**config.mk**
```make
export PLATFORM = sky130hd
export DESIGN_NAME = ptw_mem_port
export DESIGN_NICKNAME = d
export VERILOG_FILES = /design/src/rtl/harvos_pkg.sv /design/src/rtl/ptw_mem_port.sv
export SDC_FILE = /design/constraint.sdc
export NUM_CORES = 1
export LEC_CHECK = 0
export ABC_AREA = 1
export CAP_MARGIN = 20
export CELL_PAD_IN_SITES_DETAIL_PLACEMENT = 0
export CELL_PAD_IN_SITES_GLOBAL_PLACEMENT = 1
export CORE_ASPECT_RATIO = 1.25
export CORE_MARGIN = 2
export CORE_UTILIZATION = 49
export DETAILED_ROUTE_END_ITERATION = 12
export DONT_BUFFER_PORTS = 1
export GPL_TIMING_DRIVEN = 0
export PLACE_DENSITY = 0.95
export SLEW_MARGIN = 20
export SYNTH_ARGS = -nofsm -noshare
export SYNTH_HDL_FRONTEND = slang
export SYNTH_SLANG_ARGS = --single-unit
```
**constraint.sdc**
```tcl
create_clock -name clk -period 2.9 [get_ports clk]
set_input_delay 0.58 -clock clk [delete_from_list [all_inputs] [get_ports clk]]
set_output_delay 0.58 -clock clk [all_outputs]
set_load 0.1 [all_outputs]
```
**src/rtl/harvos_pkg.sv**
```systemverilog
// Shared definitions for the HarvOS MMU page-table-walk path.
// Holds the walk-port state encoding so MMU-level testbenches can probe
// the port's state, and the default response timeout.
package harvos_pkg;

  // Response timeout, in cycles, used when the instantiating level does not override it.
  localparam int unsigned PTW_TIMEOUT_DEFAULT = 255;

  typedef enum logic [2:0] {
    PTW_IDLE  = 3'd0,
    PTW_REQ   = 3'd1,
    PTW_WAIT  = 3'd2,
    PTW_RESP  = 3'd3,
    PTW_DRAIN = 3'd4
  } ptw_state_e;

endpackage

```
**src/rtl/ptw_mem_port.sv**
```systemverilog
// Page-table-walk memory port.
// Turns each PTE fetch from the MMU walker into a single read on the system
// memory bus, after checking that the PTE address is word-aligned and inside
// the configured page-table window [cfg_pt_lo, cfg_pt_hi).
//
// Ports:
//   clk, rst_n                         clock, async active-low reset
//   ptw_req / ptw_addr                 MMU PTE read request (level) and address
//   ptw_rdata / ptw_rvalid / ptw_fault one-cycle response to the MMU
//   ptw_flush                          abort the in-flight walk
//   cfg_pt_lo / cfg_pt_hi              permitted PTE window
//   mem_req / mem_addr / mem_gnt       bus request channel
//   mem_rvalid / mem_rdata / mem_err   bus response channel
//   fault_cnt                          saturating count of faults reported
//
// Exactly one bus read is outstanding at a time. A bus read whose walk was
// aborted or timed out after grant is swallowed in DRAIN so that its late
// response can never be mistaken for the answer to a later walk.
module ptw_mem_port
  import harvos_pkg::*;
#(
  parameter int unsigned TIMEOUT_CYCLES = PTW_TIMEOUT_DEFAULT
) (
  input  logic        clk,
  input  logic        rst_n,
  input  logic        ptw_req,
  input  logic [31:0] ptw_addr,
  output logic [31:0] ptw_rdata,
  output logic        ptw_rvalid,
  output logic        ptw_fault,
  input  logic        ptw_flush,
  input  logic [31:0] cfg_pt_lo,
  input  logic [31:0] cfg_pt_hi,
  output logic        mem_req,
  output logic [31:0] mem_addr,
  input  logic        mem_gnt,
  input  logic        mem_rvalid,
  input  logic [31:0] mem_rdata,
  input  logic        mem_err,
  output logic [15:0] fault_cnt
);

  localparam logic [15:0] TIMEOUT_VAL = TIMEOUT_CYCLES[15:0];

  ptw_state_e  state_q, state_d;
  logic [31:0] addr_q, addr_d;
  logic [31:0] rdata_q, rdata_d;
  logic        fault_q, fault_d;
  logic        kill_q, kill_d;       // flush seen while waiting for grant
  logic        drain_q, drain_d;     // RESP must be followed by DRAIN (timed out after grant)
  logic [15:0] timer_q, timer_d;
  logic [15:0] fault_cnt_q, fault_cnt_d;

  logic addr_ok;
  logic timer_hit;
  logic kill_now;

  // Inline window and alignment check on the incoming PTE address.
  assign addr_ok = (ptw_addr[1:0] == 2'b00) &&
                   (ptw_addr >= cfg_pt_lo) &&
                   (ptw_addr <  cfg_pt_hi);

  assign timer_hit = (timer_q == TIMEOUT_VAL);
  assign kill_now  = kill_q | ptw_flush;

  // NOTE: every variable is given its hold value first so that no path through
  // the case statement leaves one unassigned, which would infer a latch.
  always_comb begin
    state_d     = state_q;
    addr_d      = addr_q;
    rdata_d     = rdata_q;
    fault_d     = fault_q;
    kill_d      = kill_q;
    drain_d     = drain_q;
    timer_d     = timer_q;
    fault_cnt_d = fault_cnt_q;

    unique case (state_q)
      PTW_IDLE: begin
        if (ptw_req) begin
          addr_d  = ptw_addr;
          kill_d  = 1'b0;
          drain_d = 1'b0;
          if (!addr_ok) begin
            state_d = PTW_RESP;
            fault_d = 1'b1;
            rdata_d = '0;
          end else begin
            state_d = PTW_REQ;
            timer_d = '0;
          end
        end
      end

      PTW_REQ: begin
        timer_d = timer_q + 16'd1;
        kill_d  = kill_now;
        // Timeout wins over a same-cycle grant; the grant still decides
        // whether a bus response is owed and must be drained.
        if (timer_hit) begin
          if (kill_now) begin
            state_d = mem_gnt ? PTW_DRAIN : PTW_IDLE;
            timer_d = '0;
            kill_d  = 1'b0;
          end else begin
            state_d = PTW_RESP;
            fault_d = 1'b1;
            rdata_d = '0;
            drain_d = mem_gnt;
          end
        end else if (mem_gnt) begin
          if (kill_now) begin
            state_d = PTW_DRAIN;
            timer_d = '0;
            kill_d  = 1'b0;
          end else begin
            state_d = PTW_WAIT;
          end
        end
      end

      PTW_WAIT: begin
        timer_d = timer_q + 16'd1;
        if (ptw_flush) begin
          // A response arriving with the flush is already consumed; otherwise
          // it is still owed and gets swallowed in DRAIN.
          state_d = mem_rvalid ? PTW_IDLE : PTW_DRAIN;
          timer_d = '0;
        end else if (mem_rvalid) begin
          // A response on the very cycle the timer expires is still accepted.
          state_d = PTW_RESP;
          fault_d = mem_err;
          rdata_d = mem_err ? 32'h0 : mem_rdata;
        end else if (timer_hit) begin
          state_d = PTW_RESP;
          fault_d = 1'b1;
          rdata_d = '0;
          drain_d = 1'b1;
        end
      end

      PTW_RESP: begin
        state_d = drain_q ? PTW_DRAIN : PTW_IDLE;
        drain_d = 1'b0;
        timer_d = '0;
        if (fault_q && (fault_cnt_q != 16'hFFFF)) begin
          fault_cnt_d = fault_cnt_q + 16'd1;
        end
      end

      PTW_DRAIN: begin
        timer_d = timer_q + 16'd1;
        if (mem_rvalid || timer_hit) begin
          state_d = PTW_IDLE;
        end
      end

      default: state_d = PTW_IDLE;
    endcase
  end

  // NOTE: state registers use non-blocking assignments so every flop samples
  // the pre-edge value of every other flop, independent of statement order.
  always_ff @(posedge clk or negedge rst_n) begin
    if (!rst_n) begin
      state_q     <= PTW_IDLE;
      addr_q      <= '0;
      rdata_q     <= '0;
      fault_q     <= 1'b0;
      kill_q      <= 1'b0;
      drain_q     <= 1'b0;
      timer_q     <= '0;
      fault_cnt_q <= '0;
    end else begin
      state_q     <= state_d;
      addr_q      <= addr_d;
      rdata_q     <= rdata_d;
      fault_q     <= fault_d;
      kill_q      <= kill_d;
      drain_q     <= drain_d;
      timer_q     <= timer_d;
      fault_cnt_q <= fault_cnt_d;
    end
  end

  // All outputs are registers or decodes of the registered state.
  assign mem_req    = (state_q == PTW_REQ);
  assign mem_addr   = addr_q;
  assign ptw_rvalid = (state_q == PTW_RESP);
  assign ptw_rdata  = rdata_q;
  assign ptw_fault  = fault_q;
  assign fault_cnt  = fault_cnt_q;

endmodule

```
**Yosys cells after proc, flatten, opt, wreduce, memory -nomap -nowiden**

Index checks and enable logic that the tools add are counted.

- Bits in registers: 102
- Bits of input ports: 135
- Logic and storage cells: 95

- Multiplexer cells: 47
- Magnitude comparators: 2
- $add $sub $neg: 2
- Equal/unequal tests: 18
- Reductions and logical operators: 17
- Bitwise operators: 1

Operators by type and width:

| operator | number |
|---|---|
| 2-to-1 mux 32 bit | 8 |
| 2-to-1 mux 16 bit | 6 |
| one-hot mux 32 bit (3 select lines) | 1 |
| one-hot mux 16 bit (5 select lines) | 1 |
| 2-to-1 mux 3 bit | 12 |
| adder 16 x 1 -> 16 bit (second input constant) | 2 |
| >= comparator 32 bit | 1 |
| < comparator 32 bit | 1 |
| == test 16 x 8 -> 1 bit (second input constant) | 1 |
| inequality test 16 bit (second input constant) | 1 |
| inequality test 2 bit (second input constant) | 8 |
| one-hot mux 3 bit (5 select lines) | 1 |
| 2-to-1 mux 1 bit | 14 |
| AND reduction 7 bit | 2 |
| == test 3 x 2 -> 1 bit (second input constant) | 2 |
| AND reduction 2 bit | 3 |
| nonzero test 5 bit | 1 |
| inequality test 4 bit (second input constant) | 1 |
| one-hot mux 1 bit (4 select lines) | 1 |
| AND reduction 4 bit | 1 |
| nonzero test 4 bit | 1 |
| == test 3 x 1 -> 1 bit (second input constant) | 1 |
| == test 3 bit (second input constant) | 1 |
| logical AND 1 bit | 3 |
| other kinds (13) | 13 |

**Depth between registers and ports, before layout**

Gate-level depths: netlist of run 1.

- Depth in word-level cells: 6
- Gate-level depth with buffers: 18

**Least setup slack after synthesis of run 1**

No wires, ideal clock.

- Path type: register to register
- Start point: register fault_cnt_q[0] (netlist: fault_cnt[0])
- End point: register fault_cnt_q[11] (netlist: fault_cnt[11])
- Slack: 451 ps
- Path buffers: 1
- Library setup time: 126 ps
- Data required time: 2774 ps
- Arrival time: 2323 ps
- Clock period less this slack: 2449 ps
- Cell stages (with the launch flop): 12
- Cells stage by stage: dfrtp_1 ha_1 inv_1 nor3_2 nand3_1 nor4_2 nand2_1 nand2_2 inv_2 buf_4 nand2_1 o21ai_1

- Cells in the longest elaborated chain, start to end: 3
- Elaborated cells between the ends (all ways): 4
- Classes of those cells: add/sub (1); eq/ne (1); reduce/logical (2)

RTL lines:

| what | line | source |
|---|---|---|
| start, declared | ptw_mem_port.sv:52 | `logic [15:0] fault_cnt_q, fault_cnt_d;` |
| start signal, assigned | ptw_mem_port.sv:182 | `fault_cnt_q <= fault_cnt_d;` |
| branches (longest 3 deep; another with adder 16 x 1 -> 16 bit) | n/a |  |

Several ways; the timed one is not identified.
A chain may end at the register's enable or synchronous reset.

**Worst setup path in the final report of run 1**

- Start point: register fault_cnt_q[3] (netlist: fault_cnt[3])
- End point: register fault_cnt_q[11] (netlist: fault_cnt[11])

Same word-level chain as after synthesis.

==> out/metrics.csv, run 1 <==
metric,value,unit
status,"finished, violations left",
violations,hold timing,
core,13230,um^2
synth_compound_area_share,5.839,%
setup_tns,0,ps
yosys.area_share.simple,31.15,%
p_per_area,1036,nW/um^2
cts_buffer_depth,2,
synthCells,917,
slowest_delay,950,ps
cp.arrival,2930,ps
synthToLayoutAreaGrowth,8.099,%
finalHoldViolations,102,
ir_drop,0.5347,mV
yosys_warnings,0,
insertion_delay,340,ps
overflow,0,
cts.htree.levels,3,
synth_top_family_by_area,simple AND/OR/NAND/NOR gates,
place_hpwl,12420,um
cp_cell_sequence,inv_1 -> nor3_2 -> nand3_1 -> nor4_2 -> nand2_1 -> nand2_2 -> inv_2 -> buf_4 -> nand2_1 -> o21ai_1,
cts_buffers,9,
ioPinCount,218,
critPathKind,flip-flop to flip-flop,
finClkSkew,10.24,ps
start_util,50.20,%
final_layout_size_suffix_gt1_share,5.668,%
drv_slew,0,
grt_max_degree,103,
dieWidth,108.1,um
routed_wl,15830,um
final_nets,1130,
clkSinkCount,102,
synth_fa_ha_area_share,12.24,%
netlist_area,6643,um^2
final_core_util,54.27,%
root_buffer,clkbuf_16,
vias,5623,
firstDrtPassIters,5,
clkTransAtPathRegs,80,ps
diodes,0,
hp-class,input pin to asynchronous set/reset pin,
end_kind,flip-flop,
critical_path.slowest_cell,dfrtp_1,
synth-xor-area-share,1.978,%
synthesis.nets,1117,
grt_pass1_vias,5356,
wl_per_cell,14.31,um
cp.required,3120,ps
whs,-72.91,ps
cpLargestDelayFamily,simple AND/OR/NAND/NOR gates,
maxCapViolCount,0,
dpl_cell_area,6890,um^2
avgSynthCellArea,7.244,um^2
grt_use_total,22.15,%
antenna_found_initial,0,
grt_pass1_wl,25670,um
die-area,14510,um^2
setup_viol,0,
dieHeight,134.2,um
rsz0062_at_grt,false,
num_rows,47,
dr.first_iter.drc_count,358,
period_needed,2716,ps
synth_cell_types,39,
p_leak,4.111,nW
critical_path.n_buffers_inverters,3,
cts_tree,built,
critPathLaunchType,flip-flop,
portBuffers,0,
vias_per_cell,5.084,
timing.fmax,368.2,MHz
synth_seq_area_share,38.43,%
synth_mux_area_share,0,%
crit_path_frequent_cell,nand2_1,
max-slew-margin-rel,30.95,%
worst_slew_pin_slew,1036,ps
finalCritPeriodShare,93.64,%
route.antenna.remaining_nets,0,
gp_congestion,0.8628,
drc,0,
worstPathMaxFanout,10,
synth-seq-cells,102,
final_area,7181,um^2
metal layers:
metal  up-vias  part of all wire (%)  global-route usage [%]  routed length [um]
met5         -                     0                       0                   0
met4         0                   1.5                   5.912                 244
met3        15                   8.3                   8.260                1319
met2       166                    50                   38.19                7962
met1      2563                    40                   25.76                6305
li1       2879                     -                       -                   -
placed cells by master (no fill, tap or decap), types with 12 or more instances in the layout:
master / instances
a21oi_1: 31
ha_1: 65
inv_1: 145
nand2_1: 316
o21ai_0: 21
nand3_1: 66
xor2_1: 12
nor2_1: 74
dfrtp_1: 100
synth_stat cells (all sizes together):
master / count / area share, %
a21o: 1 / 0.11
a21oi: 31 / 2.3
a31o: 1 / 0.13
a31oi: 1 / 0.094
a32oi: 1 / 0.13
and2: 1 / 0.11
buf: 11 / 1.3
clkbuf: 10 / 0.57
clkinv: 1 / 0.056
dfrtp: 102 / 38
ha: 65 / 12
inv: 150 / 8.5
nand2: 320 / 18
nand3: 66 / 5.0
nand3b: 2 / 0.23
nand4: 10 / 1.0
nor2: 76 / 4.5
nor3: 13 / 1.2
nor3b: 1 / 0.11
nor4: 4 / 0.47
o211ai: 1 / 0.11
o21a: 3 / 0.34
o21ai: 27 / 2.3
o21bai: 2 / 0.23
o22ai: 1 / 0.094
or2: 1 / 0.094
xnor2: 3 / 0.40
xor2: 12 / 1.6
logic make-up (layout without fill, tap and decap cells):
| family | after synthesis | after routing |
|---|---|---|
| xor gates and xnor gates | 15 | 15 |
| adders and majority gates | 65 | 65 |
| and+or+nand+nor | 494 | 494 |
| AOI/OAI and AO/OA | 69 | 69 |
| DFF | 102 | 102 |
| buffers and inverters | 172 | 190 |
cell type report:
class	instances	area [um^2]
buffer	21	121.4
clock buffer	9	225.2
clock inverter	7	62.56
fill	1359	6051
inverter	151	566.8
multi-input combinational	643	3405
sequential	102	2555
tap	171	214.0
timing repair buffer	2	31.28
metrics by stage:
stage	setup slack, ps	power [mW]	std cells
6_report	184.4	7.441	1106
5_1_grt	23.78	7.861	1106
4_1_cts	108.6	7.500	1106
3_5_place_dp	123.5	6.302	1090
3_3_place_gp	139.6	6.230	1088
2_1_floorplan	450.5	5.800	917
flip-flops by register name (all words and copies together), names as in the netlist:
| name | cells |
|---|---|
| timer_q | 16 |
| state_q | 3 |
| mem_addr | 32 |
| drain_q | 1 |
| ptw_rdata | 32 |
| kill_q | 1 |
| ptw_fault | 1 |
| fault_cnt | 16 |
where the power goes:
group          total [mW]  switching, mW  internal [mW]
Combinational        1.81           1.19          0.620
Sequential           4.45           2.70           1.74
Clock                1.19          0.585          0.603
Total                7.44           4.47           2.97
worst paths after layout:
| path | from | cells past startpoint | end | slack [ps] |
|---|---|---|---|---|
| min in group clk | ptw_addr[4] | 2 | mem_addr[4] | 340 |
| worst min register to register | timer_q[5] | 2 | timer_q[5] | 500 |
| max in group asynchronous | rst_n | 0 | mem_addr[8] | 2830 |
| worst min-delay path | rst_n | 0 | mem_addr[24] | -70 |
| worst max register to register | fault_cnt[3] | 10 | fault_cnt[11] | 180 |
| worst max-delay path | fault_cnt[3] | 10 | fault_cnt[11] | 180 |
what timing repair did:
item | CTS | global route
endpoints found under the hold margin | 102 | 102
endpoints found under the setup margin | 0 | 4
setup buffers | 0 | 0
gates resized for setup | 0 | 2
Power figures use the tool's default switching activity.
==> run 2: changes to the inputs <==
Settings changed: SLEW_MARGIN 20 to default.
==> results of run 2 <==
No change in the layout: final DEF, timing and power equal those of run 1.
